[src/rtl/rf_pkg.sv]
`default_nettype none
//============================================================================
// Module   : rf_pkg
// Purpose  : Shared types and constants for the radio register arbiter.
//            Holds the op-code encoding, the arbiter FSM state encoding,
//            the read-capture window constants and the default watchdog
//            limit.
// Revision : 1.0 - initial release
//============================================================================
package rf_pkg;

  // Op code carried from a requester to the SPI register engine.
  // Bit 0 set means write, bit 1 set means long (two-byte header) access.
  typedef enum logic [1:0] {
    SHORT_RD = 2'b00,
    SHORT_WR = 2'b01,
    LONG_RD  = 2'b10,
    LONG_WR  = 2'b11
  } rf_op_e;

  typedef enum logic [1:0] {
    IDLE   = 2'd0,
    LAUNCH = 2'd1,
    BUSY   = 2'd2,
    DONE   = 2'd3
  } rf_state_e;

  // Busy-phase counter value at which the first read data bit appears.
  localparam int unsigned C_RD_START_SHORT  = 7;
  localparam int unsigned C_RD_START_LONG   = 15;
  // Number of read data bits captured.
  localparam int unsigned C_RD_BITS         = 8;
  // Default busy-phase watchdog limit in clk cycles.
  localparam int unsigned C_TIMEOUT_CYC_DEF = 64;

  function automatic logic op_is_read(input rf_op_e op);
    return ~op[0];
  endfunction

endpackage
`default_nettype wire

[src/rtl/rf_rr_arb2.sv]
`default_nettype none
//============================================================================
// Module   : rf_rr_arb2
// Purpose  : Two-way round-robin arbiter. The requester that was not granted
//            last has priority; after reset requester 0 has priority.
// Ports    : clk, rst_n  - clock, asynchronous active-low reset
//            req[1:0]    - request vector
//            en          - a grant is being taken this cycle (moves pointer)
//            grant[1:0]  - one-hot (or zero) combinational grant
// Revision : 1.0 - initial release
//============================================================================
module rf_rr_arb2
  import rf_pkg::*;
(
  input  logic       clk,
  input  logic       rst_n,
  input  logic [1:0] req,
  input  logic       en,
  output logic [1:0] grant
);

  // Index of the requester currently holding priority.
  logic r_prio;

  always_comb begin
    grant = 2'b00;
    if (req[r_prio]) begin
      grant[r_prio] = 1'b1;
    end else if (req[~r_prio]) begin
      grant[~r_prio] = 1'b1;
    end
  end

  always_ff @(posedge clk or negedge rst_n) begin
    if (!rst_n) begin
      r_prio <= 1'b0;
    end else if (en && (|req)) begin
      // Priority passes to the requester that just lost (or did not ask).
      r_prio <= ~grant[1];
    end
  end

endmodule
`default_nettype wire

[src/rtl/rf_arb.sv]
`default_nettype none
//============================================================================
// Module   : rf_arb
// Purpose  : Arbitrates two requesters (0 = host, 1 = IRQ service) onto one
//            SPI radio register engine. One op is in flight at a time:
//            IDLE -> LAUNCH -> BUSY -> DONE -> IDLE. Read data is shifted in
//            MSB first from eng_sdo during a fixed busy-counter window.
// Config   : RF_ARB_TIMEOUT_EN - when defined, a LAUNCH+BUSY phase lasting
//            TIMEOUT_CYC cycles is aborted to DONE with rsp_err=1 and
//            rsp_rdata=0. When undefined the arbiter waits indefinitely and
//            rsp_err is tied low.
// Ports    : clk, rst_n                 - clock, async active-low reset
//            req_valid/mode/addr/wdata  - per-requester request
//            req_ack                    - one-cycle accept pulse
//            rsp_valid/id/rdata/err     - one-cycle completion
//            eng_c_en/mode/addr/wdata   - command to the SPI engine
//            eng_ready, eng_sdo         - engine status and serial read data
// Revision : 1.0 - initial release
//============================================================================
module rf_arb
  import rf_pkg::*;
#(
  parameter int unsigned TIMEOUT_CYC = C_TIMEOUT_CYC_DEF,
  parameter int unsigned ADDR_W      = 10
) (
  input  logic                   clk,
  input  logic                   rst_n,
  input  logic [1:0]             req_valid,
  input  logic [1:0][1:0]        req_mode,
  input  logic [1:0][ADDR_W-1:0] req_addr,
  input  logic [1:0][7:0]        req_wdata,
  output logic [1:0]             req_ack,
  output logic                   rsp_valid,
  output logic                   rsp_id,
  output logic [7:0]             rsp_rdata,
  output logic                   rsp_err,
  output logic                   eng_c_en,
  output logic [1:0]             eng_mode,
  output logic [ADDR_W-1:0]      eng_addr,
  output logic [7:0]             eng_wdata,
  input  logic                   eng_ready,
  input  logic                   eng_sdo
);

  localparam logic [4:0] C_CNT_MAX   = 5'h1f;
  localparam logic [4:0] C_WIN_SHORT = 5'(C_RD_START_SHORT);
  localparam logic [4:0] C_WIN_LONG  = 5'(C_RD_START_LONG);
  localparam logic [4:0] C_WIN_LEN   = 5'(C_RD_BITS);

  rf_state_e         r_state;
  rf_state_e         w_state_nxt;
  logic [1:0]        w_grant;
  logic              w_gid;
  logic              w_take;
  rf_op_e            r_mode;
  logic [ADDR_W-1:0] r_addr;
  logic [7:0]        r_wdata;
  logic [7:0]        r_rdata;
  logic              r_id;
  logic [1:0]        r_ack;
  logic [4:0]        r_cnt;
  logic [4:0]        w_win_lo;
  logic              w_in_win;
  logic              w_shift;
  logic              w_busy_done;
  logic              w_timeout;
  logic              w_to_err;

  // A grant is only taken from IDLE with the engine idle; this alone keeps
  // a requester from being re-granted while its op is outstanding.
  assign w_take = (r_state == IDLE) && eng_ready && (|req_valid);
  assign w_gid  = w_grant[1];

  rf_rr_arb2 u_rr_arb (
    .clk   (clk),
    .rst_n (rst_n),
    .req   (req_valid),
    .en    (w_take),
    .grant (w_grant)
  );

  assign w_win_lo    = r_mode[1] ? C_WIN_LONG : C_WIN_SHORT;
  assign w_in_win    = (r_cnt >= w_win_lo) && (r_cnt < (w_win_lo + C_WIN_LEN));
  assign w_shift     = (r_state == BUSY) && op_is_read(r_mode) && w_in_win;
  assign w_busy_done = (r_state == BUSY) && eng_ready;

`ifdef RF_ARB_TIMEOUT_EN
  // Watchdog spans LAUNCH and BUSY together, starting at the grant edge, so
  // DONE follows the first LAUNCH cycle by exactly TIMEOUT_CYC cycles.
  localparam int unsigned     C_WD_W    = (TIMEOUT_CYC > 1) ? $clog2(TIMEOUT_CYC) : 1;
  localparam logic [C_WD_W-1:0] C_WD_LAST = C_WD_W'(TIMEOUT_CYC - 1);

  logic [C_WD_W-1:0] r_wd;
  logic              r_err;
  logic              w_active;

  assign w_active  = (r_state == LAUNCH) || (r_state == BUSY);
  assign w_timeout = w_active && (r_wd == C_WD_LAST);
  // A normal completion in the same cycle as expiry wins.
  assign w_to_err  = w_timeout && !w_busy_done;

  always_ff @(posedge clk or negedge rst_n) begin
    if (!rst_n) begin
      r_wd  <= '0;
      r_err <= 1'b0;
    end else begin
      if (w_take) begin
        r_wd  <= '0;
        r_err <= 1'b0;
      end else if (w_active && (r_wd != C_WD_LAST)) begin
        r_wd <= r_wd + 1'b1;
      end
      if (w_to_err) begin
        r_err <= 1'b1;
      end
    end
  end

  assign rsp_err = (r_state == DONE) && r_err;
`else
  logic w_unused_timeout;
  assign w_unused_timeout = (TIMEOUT_CYC == 0);
  assign w_timeout        = 1'b0;
  assign w_to_err         = 1'b0;
  assign rsp_err          = 1'b0;
`endif

  // State register.
  always_ff @(posedge clk or negedge rst_n) begin
    if (!rst_n) begin
      r_state <= IDLE;
    end else begin
      r_state <= w_state_nxt;
    end
  end

  // Next state and state-decoded outputs.
  always_comb begin
    w_state_nxt = r_state;
    eng_c_en    = 1'b0;
    rsp_valid   = 1'b0;
    case (r_state)
      IDLE: begin
        if (w_take) begin
          w_state_nxt = LAUNCH;
        end
      end
      LAUNCH: begin
        eng_c_en = 1'b1;
        if (w_timeout) begin
          w_state_nxt = DONE;
        end else if (!eng_ready) begin
          w_state_nxt = BUSY;
        end
      end
      BUSY: begin
        if (eng_ready || w_timeout) begin
          w_state_nxt = DONE;
        end
      end
      DONE: begin
        rsp_valid   = 1'b1;
        w_state_nxt = IDLE;
      end
      default: begin
        w_state_nxt = IDLE;
      end
    endcase
  end

  // Request latch, busy counter and read capture.
  always_ff @(posedge clk or negedge rst_n) begin
    if (!rst_n) begin
      r_ack   <= 2'b00;
      r_id    <= 1'b0;
      r_mode  <= SHORT_RD;
      r_addr  <= '0;
      r_wdata <= '0;
      r_rdata <= '0;
      r_cnt   <= '0;
    end else begin
      r_ack <= 2'b00;
      if (w_take) begin
        r_ack   <= w_grant;
        r_id    <= w_gid;
        r_mode  <= rf_op_e'(req_mode[w_gid]);
        r_addr  <= req_addr[w_gid];
        r_wdata <= req_wdata[w_gid];
        r_rdata <= '0;
      end

      // Counter reads 0 in the first BUSY cycle; saturates so it can never
      // wrap back into a capture window on a slow engine.
      if (r_state == LAUNCH) begin
        r_cnt <= '0;
      end else if ((r_state == BUSY) && (r_cnt != C_CNT_MAX)) begin
        r_cnt <= r_cnt + 5'd1;
      end

      if (w_to_err) begin
        r_rdata <= '0;
      end else if (w_shift) begin
        r_rdata <= {r_rdata[6:0], eng_sdo};
      end
    end
  end

  assign req_ack   = r_ack;
  assign eng_mode  = r_mode;
  assign eng_addr  = r_addr;
  assign eng_wdata = r_wdata;
  assign rsp_id    = (r_state == DONE) && r_id;
  assign rsp_rdata = (r_state == DONE) ? r_rdata : 8'h00;

endmodule
`default_nettype wire
[config.mk]
export PLATFORM = sky130hd
export DESIGN_NAME = rf_arb
export DESIGN_NICKNAME = d
export VERILOG_FILES = /design/src/rtl/rf_pkg.sv /design/src/rtl/rf_rr_arb2.sv /design/src/rtl/rf_arb.sv
export SDC_FILE = /design/constraint.sdc
export NUM_CORES = 1
export LEC_CHECK = 0
export CORE_UTILIZATION = 47
export DETAILED_ROUTE_END_ITERATION = 8
export GPL_TIMING_DRIVEN = 0
export HOLD_SLACK_MARGIN = 0.02
export PLACE_DENSITY_LB_ADDON = 0.05
export SYNTH_ARGS = -nofsm -noshare
export SYNTH_HDL_FRONTEND = slang
export SYNTH_HIERARCHICAL = 1
export SYNTH_SLANG_ARGS = --single-unit
[constraint.sdc]
create_clock -name clk -period 4.2 [get_ports clk]
set_input_delay 0.63 -clock clk [delete_from_list [all_inputs] [get_ports clk]]
set_output_delay 0.63 -clock clk [all_outputs]
set_load 0.02 [all_outputs]
==> results of run 1 <==
==> where the power goes <==
part	leakage [nW]	switching, mW	internal (mW)
clock network	0.0513	0.126	0.174
logic	0.826	0.394	0.355
registers	0.505	0.0876	0.501
total	1.38	0.608	1.03
==> kinds of logic (layout without fill, tap and decap cells) <==
| logic type | count (synthesis) | after routing | share of synthesized area |
|---|---|---|---|
| compound gates | 33 | 33 | 0.111 |
| buf+inv | 25 | 110 | 0.0521 |
| flops | 39 | 39 | 0.484 |
| simple gates | 54 | 54 | 0.122 |
| xor+xnor | 3 | 3 | 0.0130 |
| mux | 31 | 31 | 0.155 |
| other cells | 1 | 1 | 0.00186 |
| fa+ha+maj | 10 | 10 | 0.0621 |
==> state kept, by name, summed over array words and instances, names as in the netlist <==
name             flops
u_rr_arb/r_prio      1
req_ack              2
r_rdata              8
r_cnt                5
eng_wdata            8
eng_mode             2
eng_addr            10
r_id                 1
r_state              2
==> stage by stage <==
step	hold slack [ps]	cell area (um^2)	power [mW]	setup slack, ps	util
2_1_floorplan	334	2020	1.01	2430	-
3_3_place_gp	460	2860	1.33	1560	0.705
3_5_place_dp	469	2850	1.35	1950	0.703
4_1_cts	476	2960	1.65	1750	0.729
5_1_grt	512	2960	1.76	1620	0.729
6_report	442	2960	1.64	1770	0.729
==> cell type report <==
type | instances | area [um^2]
Timing Repair Buffer | 78 | 776
Clock inverter | 1 | 30.0
Fill cell | 317 | 1100
Clock buffer | 6 | 72.6
Tap cell | 50 | 62.6
Multi-Input combinational cell | 132 | 935
Sequential cell | 39 | 976
Buffer | 10 | 48.8
Inverter | 15 | 56.3
==> Yosys cell counts (2+ instances only) <==
master | number | area (um^2)
sky130_fd_sc_hd__buf_4 | 2 | 15.0
sky130_fd_sc_hd__ha_1 | 10 | 125
sky130_fd_sc_hd__mux2i_1 | 30 | 300
sky130_fd_sc_hd__nor2_1 | 6 | 22.5
sky130_fd_sc_hd__clkbuf_1 | 5 | 18.8
sky130_fd_sc_hd__o21ai_0 | 22 | 110
sky130_fd_sc_hd__nand2_1 | 31 | 116
sky130_fd_sc_hd__xor2_1 | 2 | 17.5
sky130_fd_sc_hd__o21ai_1 | 2 | 10.0
sky130_fd_sc_hd__nand4_1 | 2 | 12.5
sky130_fd_sc_hd__buf_2 | 3 | 15.0
sky130_fd_sc_hd__nor2b_1 | 2 | 12.5
sky130_fd_sc_hd__dfrtp_1 | 39 | 976
sky130_fd_sc_hd__inv_1 | 15 | 56.3
sky130_fd_sc_hd__and2_1 | 11 | 68.8
==> cells in the final DEF, fill, tap and decap left out, types with 2 or more instances in the layout <==
cell type                         Yosys  routed
sky130_fd_sc_hd__buf_4                2       2
sky130_fd_sc_hd__o21ai_0             22      22
sky130_fd_sc_hd__mux2i_1             30      30
sky130_fd_sc_hd__nor2_1               6       6
sky130_fd_sc_hd__inv_1               15      15
sky130_fd_sc_hd__ha_1                10      10
sky130_fd_sc_hd__nor2b_1              2       2
sky130_fd_sc_hd__xor2_1               2       2
sky130_fd_sc_hd__o21ai_1              2       2
sky130_fd_sc_hd__and2_1              11      11
sky130_fd_sc_hd__nand4_1              2       2
sky130_fd_sc_hd__clkdlybuf4s50_1      0      77
sky130_fd_sc_hd__buf_2                3       4
sky130_fd_sc_hd__nand2_1             31      31
sky130_fd_sc_hd__dfrtp_1             39      39
sky130_fd_sc_hd__clkbuf_1             5       6
sky130_fd_sc_hd__clkbuf_8             0       5
==> per-layer routing <==
metal  vias to the layer above  global-route usage  part of all wire
met5                         -                   0                 0
met4                         0              0.0585            0.0078
met3                         4              0.0997             0.081
met2                        56               0.344              0.49
met1                       765               0.237              0.42
li1                        815                   -                 -
==> worst max path at each step <==
| stage | startpoint | to | slack (ps) | cells after the start |
|---|---|---|---|---|
| 4_1_cts | r_state[1] | eng_c_en | 1750 | 3 |
| 3_3_place_gp | rst_n | eng_wdata[6] | 1560 | 1 |
| 6_report | r_state[1] | eng_c_en | 1770 | 3 |
| 5_1_grt | r_state[1] | eng_c_en | 1620 | 3 |
| 2_1_floorplan | eng_mode[1] | r_rdata[0] | 2430 | 5 |
| 3_5_place_dp | req_valid[1] | eng_addr[1] | 1950 | 8 |
==> worst reg2reg max path, stage by stage (launching register included) <==
cell and delay, ps:
sky130_fd_sc_hd__dfrtp_1 450, sky130_fd_sc_hd__ha_1 270, sky130_fd_sc_hd__and3_1 190, sky130_fd_sc_hd__ha_1 170, sky130_fd_sc_hd__nor2b_1 100, sky130_fd_sc_hd__clkbuf_1 260
sky130_fd_sc_hd__nand4_1 150, sky130_fd_sc_hd__xor2_1 150, sky130_fd_sc_hd__nor2_1 60
==> impl_metrics.tcl, run 1 <==
set metrics [dict create \
    finalCriticalPeriod_ps 2430 \
    drv_cap 0 \
    wire_per_inst_um 12.7 \
    detail_route.first_pass.iterations 6 \
    ys.warnings.count 6 \
    cellLeakagePower_nw 1.38 \
    synth.lib_cells_used.distinct 29 \
    row_count 23 \
    crit_path_start_kind "register" \
    dieWidth_um 67.5 \
    cts_root_buffer "sky130_fd_sc_hd__clkbuf_8" \
    layout_worst_path_cycle_share 0.579 \
    cts_buffers 5 \
    layout.nets 337 \
    path_max_fanout 8 \
    worst_ep_required_time_ps 3570 \
    design.die.area_um2 4550 \
    initial_utilization 0.497 \
    syn-cell-area_um2 2020 \
    final-instance-count-excl-fill 331 \
    port_buffers 78 \
    tritoncts "yes" \
    path_delay_family "buffers and inverters" \
    global_route.usage.total 0.208 \
    avgViaCountPerCell 4.95 \
    run_status "finished clean" \
    crit_path_capture_type "primary output" \
    worstSetupPathType "register to primary output" \
    post-cts-setup-buffer-count 0 \
    layout-drive-gt1-share 0.0569 \
    timing.final.hold_violations 0 \
    diodes 0 \
    first_pass_grt_wire_length_um 6930 \
    worst_path_max_delay_cell "sky130_fd_sc_hd__clkdlybuf4s50_1" \
    cts_num_sinks 39 \
    worstPathArrival_ps 1800 \
    worstReg2RegEnd "r_cnt[3]" \
    synth_cells 196 \
    r2r_cells 8 \
    cts-root-to-sink-buffers 2 \
    slew-limit-headroom 0.435 \
    globalplace.congestion 0.715 \
    number_of_enable_type_register_cells_in_the_synthesized_netlist 0 \
    synthesis.nets 252 \
    worst-path-buf-inv 2 \
    timing.critical_path.cells "inv_1 -> ha_1 -> clkdlybuf4s50_1" \
    peakVddDrop_mv 0.286 \
    cp_slowest_stage_delay_ps 660 \
    synth.yosys.seq_area_share 0.484 \
    setup-violations-final 0 \
    die_h_um 67.5 \
    detail-route-antenna-nets 0 \
    drt-total-wl_um 4210 \
    drt_drc_violations_left 0 \
    cts-htree-levels 2 \
    floorplan.io_pins 80 \
    critical_path.reg2reg.startpoint "r_cnt[0]" \
    dpl.cell_count 324 \
    yosys_most_used_dff "sky130_fd_sc_hd__dfrtp_1" \
    cts.reportedPaths.clkPinSlew_ps 70 \
    slew_violations 0 \
    grt_max_degree 40 \
    tightest_slew_ps 847 \
    min-delay-path-class "primary input to async pin" \
    drt_iter0_drc 64 \
    postCtsHoldBufs 0 \
    grt_antenna_before_repair 0 \
    post_cts_resize_count 0 \
    synth.ff_latch_count 39 \
    synth_async_sr_flop_share 1.00 \
    dp_hpwl_um 3120 \
    area_growth_pct 46.7 \
    rsz0062_at_grt "no" \
    grt_pass1_vias 1593 \
    reg2reg_slack_ps 2280 \
    clock_network_latency_to_the_later_pin_of_the_worst_skew_pair_ps 290 \
    grt-ovfl-total 0 \
    finalClockSkew_ps 5.11 \
    syn-mean-instance-area_um2 10.3 \
    dr_total_vias 1640 \
    power-per-cell-area_nw_per_um2 554 \
    max_freq_mhz 411 \
    core_um2 4060 \
    tns_ps 0 \
]
(Power assumes the default switching activity.)
==> run 2: changes to the inputs <==
CORE_UTILIZATION = 39   (was 47)
clock period = 2 ns   (was 4.2 ns; I/O delays follow)
==> impl_metrics.tcl, run 2 (same netlist as run 1, synthesis figures left out) <==
set metrics [dict create \
    run_status "finished clean" \
    cellLeakagePower_nw 1.54 \
    first_pass_grt_wire_length_um 7180 \
    layout.nets 339 \
    layout.cells.most_common "sky130_fd_sc_hd__clkdlybuf4s50_1" \
    tns_ps 0 \
    globalplace.congestion 0.714 \
    grt_max_degree 26 \
    number_of_flip_flops_in_the_largest_register 10 \
    rsz0062_at_grt "no" \
    clock_network_latency_to_the_later_pin_of_the_worst_skew_pair_ps 290 \
    initial_utilization 0.416 \
    dr_total_vias 1632 \
    post-cts-setup-buffer-count 0 \
    min-delay-path-class "primary input to async pin" \
    r2r_cells 9 \
    grt-ovfl-total 0 \
    core_um2 4850 \
    cts.reportedPaths.clkPinSlew_ps 80 \
    path_max_fanout 10 \
    avgViaCountPerCell 4.65 \
    cts-htree-levels 2 \
    wire_per_inst_um 12.2 \
    crit_path_capture_type "primary output" \
    design_power_total_mw 3.36 \
    layout-drive-gt1-share 0.0739 \
    cts_num_sinks 39 \
    cts_buffers 5 \
    reg2reg_slack_ps 170 \
    layout_worst_path_cycle_share 0.969 \
    slew-limit-headroom 0.596 \
    row_count 25 \
    grt_antenna_before_repair 0 \
    design.die.area_um2 5460 \
    drt-total-wl_um 4290 \
    dp_hpwl_um 3270 \
    floorplan.io_pins 80 \
    worstPathArrival_ps 1640 \
    die_h_um 73.9 \
    final_cell_mix "68 x sky130_fd_sc_hd__clkdlybuf4s50_1, 39 x sky130_fd_sc_hd__dfrtp_1, 31 x sky130_fd_sc_hd__nand2_1, 30 x sky130_fd_sc_hd__mux2i_1, 22 x sky130_fd_sc_hd__o21ai_0" \
    slew_violations 0 \
    finalCriticalPeriod_ps 1940 \
    worstReg2RegEnd "eng_addr[4]" \
    finalHoldWorstSlack_ps 459 \
    port_buffers 78 \
    drt_drc_violations_left 0 \
    tightest_slew_ps 604 \
    post-route-util 0.624 \
    tritoncts "yes" \
    global_route.usage.total 0.176 \
    critical_path.reg2reg.startpoint "r_state[0]" \
    worstSetupPathType "register to primary output" \
    detail_route.first_pass.iterations 4 \
    cts-root-to-sink-buffers 2 \
    finalClockSkew_ps 11.9 \
    crit_path_start_kind "register" \
    diodes 0 \
    setup-violations-final 0 \
    peakVddDrop_mv 0.512 \
    drv_cap 0 \
    timing.final.hold_violations 0 \
    detail-route-antenna-nets 0 \
    area_growth_pct 50.1 \
    drt_iter0_drc 80 \
    grt_pass1_vias 1548 \
    power-per-cell-area_nw_per_um2 1110 \
    worst_ep_required_time_ps 1700 \
    dieWidth_um 73.9 \
    cts_root_buffer "sky130_fd_sc_hd__clkbuf_8" \
    max_freq_mhz 516 \
]
## run 2: cell count changes in the layout (fill, tap and decap cells not counted), sizes merged
cell           delta
clkdlybuf4s50     -9
clkinv            +1
clkinvlp          +1
bufinv            -1
buf               +1
dlygate4sd3       +1
dlygate4sd2       +1
dlymetal6s2s      +8
## run 2: worst max path at each step
| stage | slack, ps | end | startpoint |
|---|---|---|---|
| 5_1_grt | 1 | rsp_id | r_state[0] |
| 3_5_place_dp | 40 | eng_wdata[4] | req_valid[1] |
| 3_3_place_gp | -400 | eng_addr[0] | rst_n |
| 4_1_cts | 20 | rsp_rdata[6] | r_state[0] |
| 6_report | 60 | rsp_id | r_state[0] |
| 2_1_floorplan | 230 | r_rdata[0] | eng_mode[1] |
## run 2: cell type report
type / instances / area [um^2]
plain buffers: 10 / 50.0
clock buffers: 6 / 72.6
clock inverters: 2 / 12.5
fillers: 444 / 1820
inverters: 15 / 56.3
multi-input cells: 132 / 950
flip-flops and latches: 39 / 976
well taps: 67 / 83.8
repair buffers: 80 / 825
## run 2: per-stage QoR
stage | setup slack (ps) | cell area (um^2) | cells
2_1_floorplan | 232 | 2020 | 196
3_3_place_gp | -401 | 2880 | 341
3_5_place_dp | 39.3 | 2900 | 342
4_1_cts | 21.0 | 3000 | 351
5_1_grt | 1.22 | 3030 | 351
6_report | 61.2 | 3030 | 351
## run 2: what timing repair did
item                                   in CTS  in global routing
hold buffers                                1                  0
endpoints found under the hold margin      14                  0
setup endpoints to repair                  10                  9
gates resized for setup                     4                  9
## run 2: metal layers
layer / up-vias / global-route usage / part of all wire
li1: 822 / - / -
met1: 743 / 0.232 / 0.47
met4: 0 / 0.0726 / 0.017
met2: 60 / 0.268 / 0.44
met5: - / 0 / 0
met3: 7 / 0.0521 / 0.073
## run 2: worst max-delay path, cell delays in order (launching register included)
cell                              delay (ps)
sky130_fd_sc_hd__dfrtp_1                 430
sky130_fd_sc_hd__ha_4                    210
sky130_fd_sc_hd__and2_1                  130
sky130_fd_sc_hd__clkdlybuf4s50_1         590
## run 2: power by group
group	internal, mW	switching [mW]	leakage (nW)	total, mW
Sequential	1.05	0.192	0.505	1.24
Combinational	0.759	0.836	0.994	1.59
Clock	0.244	0.281	0.0412	0.525
Total	2.05	1.31	1.54	3.36
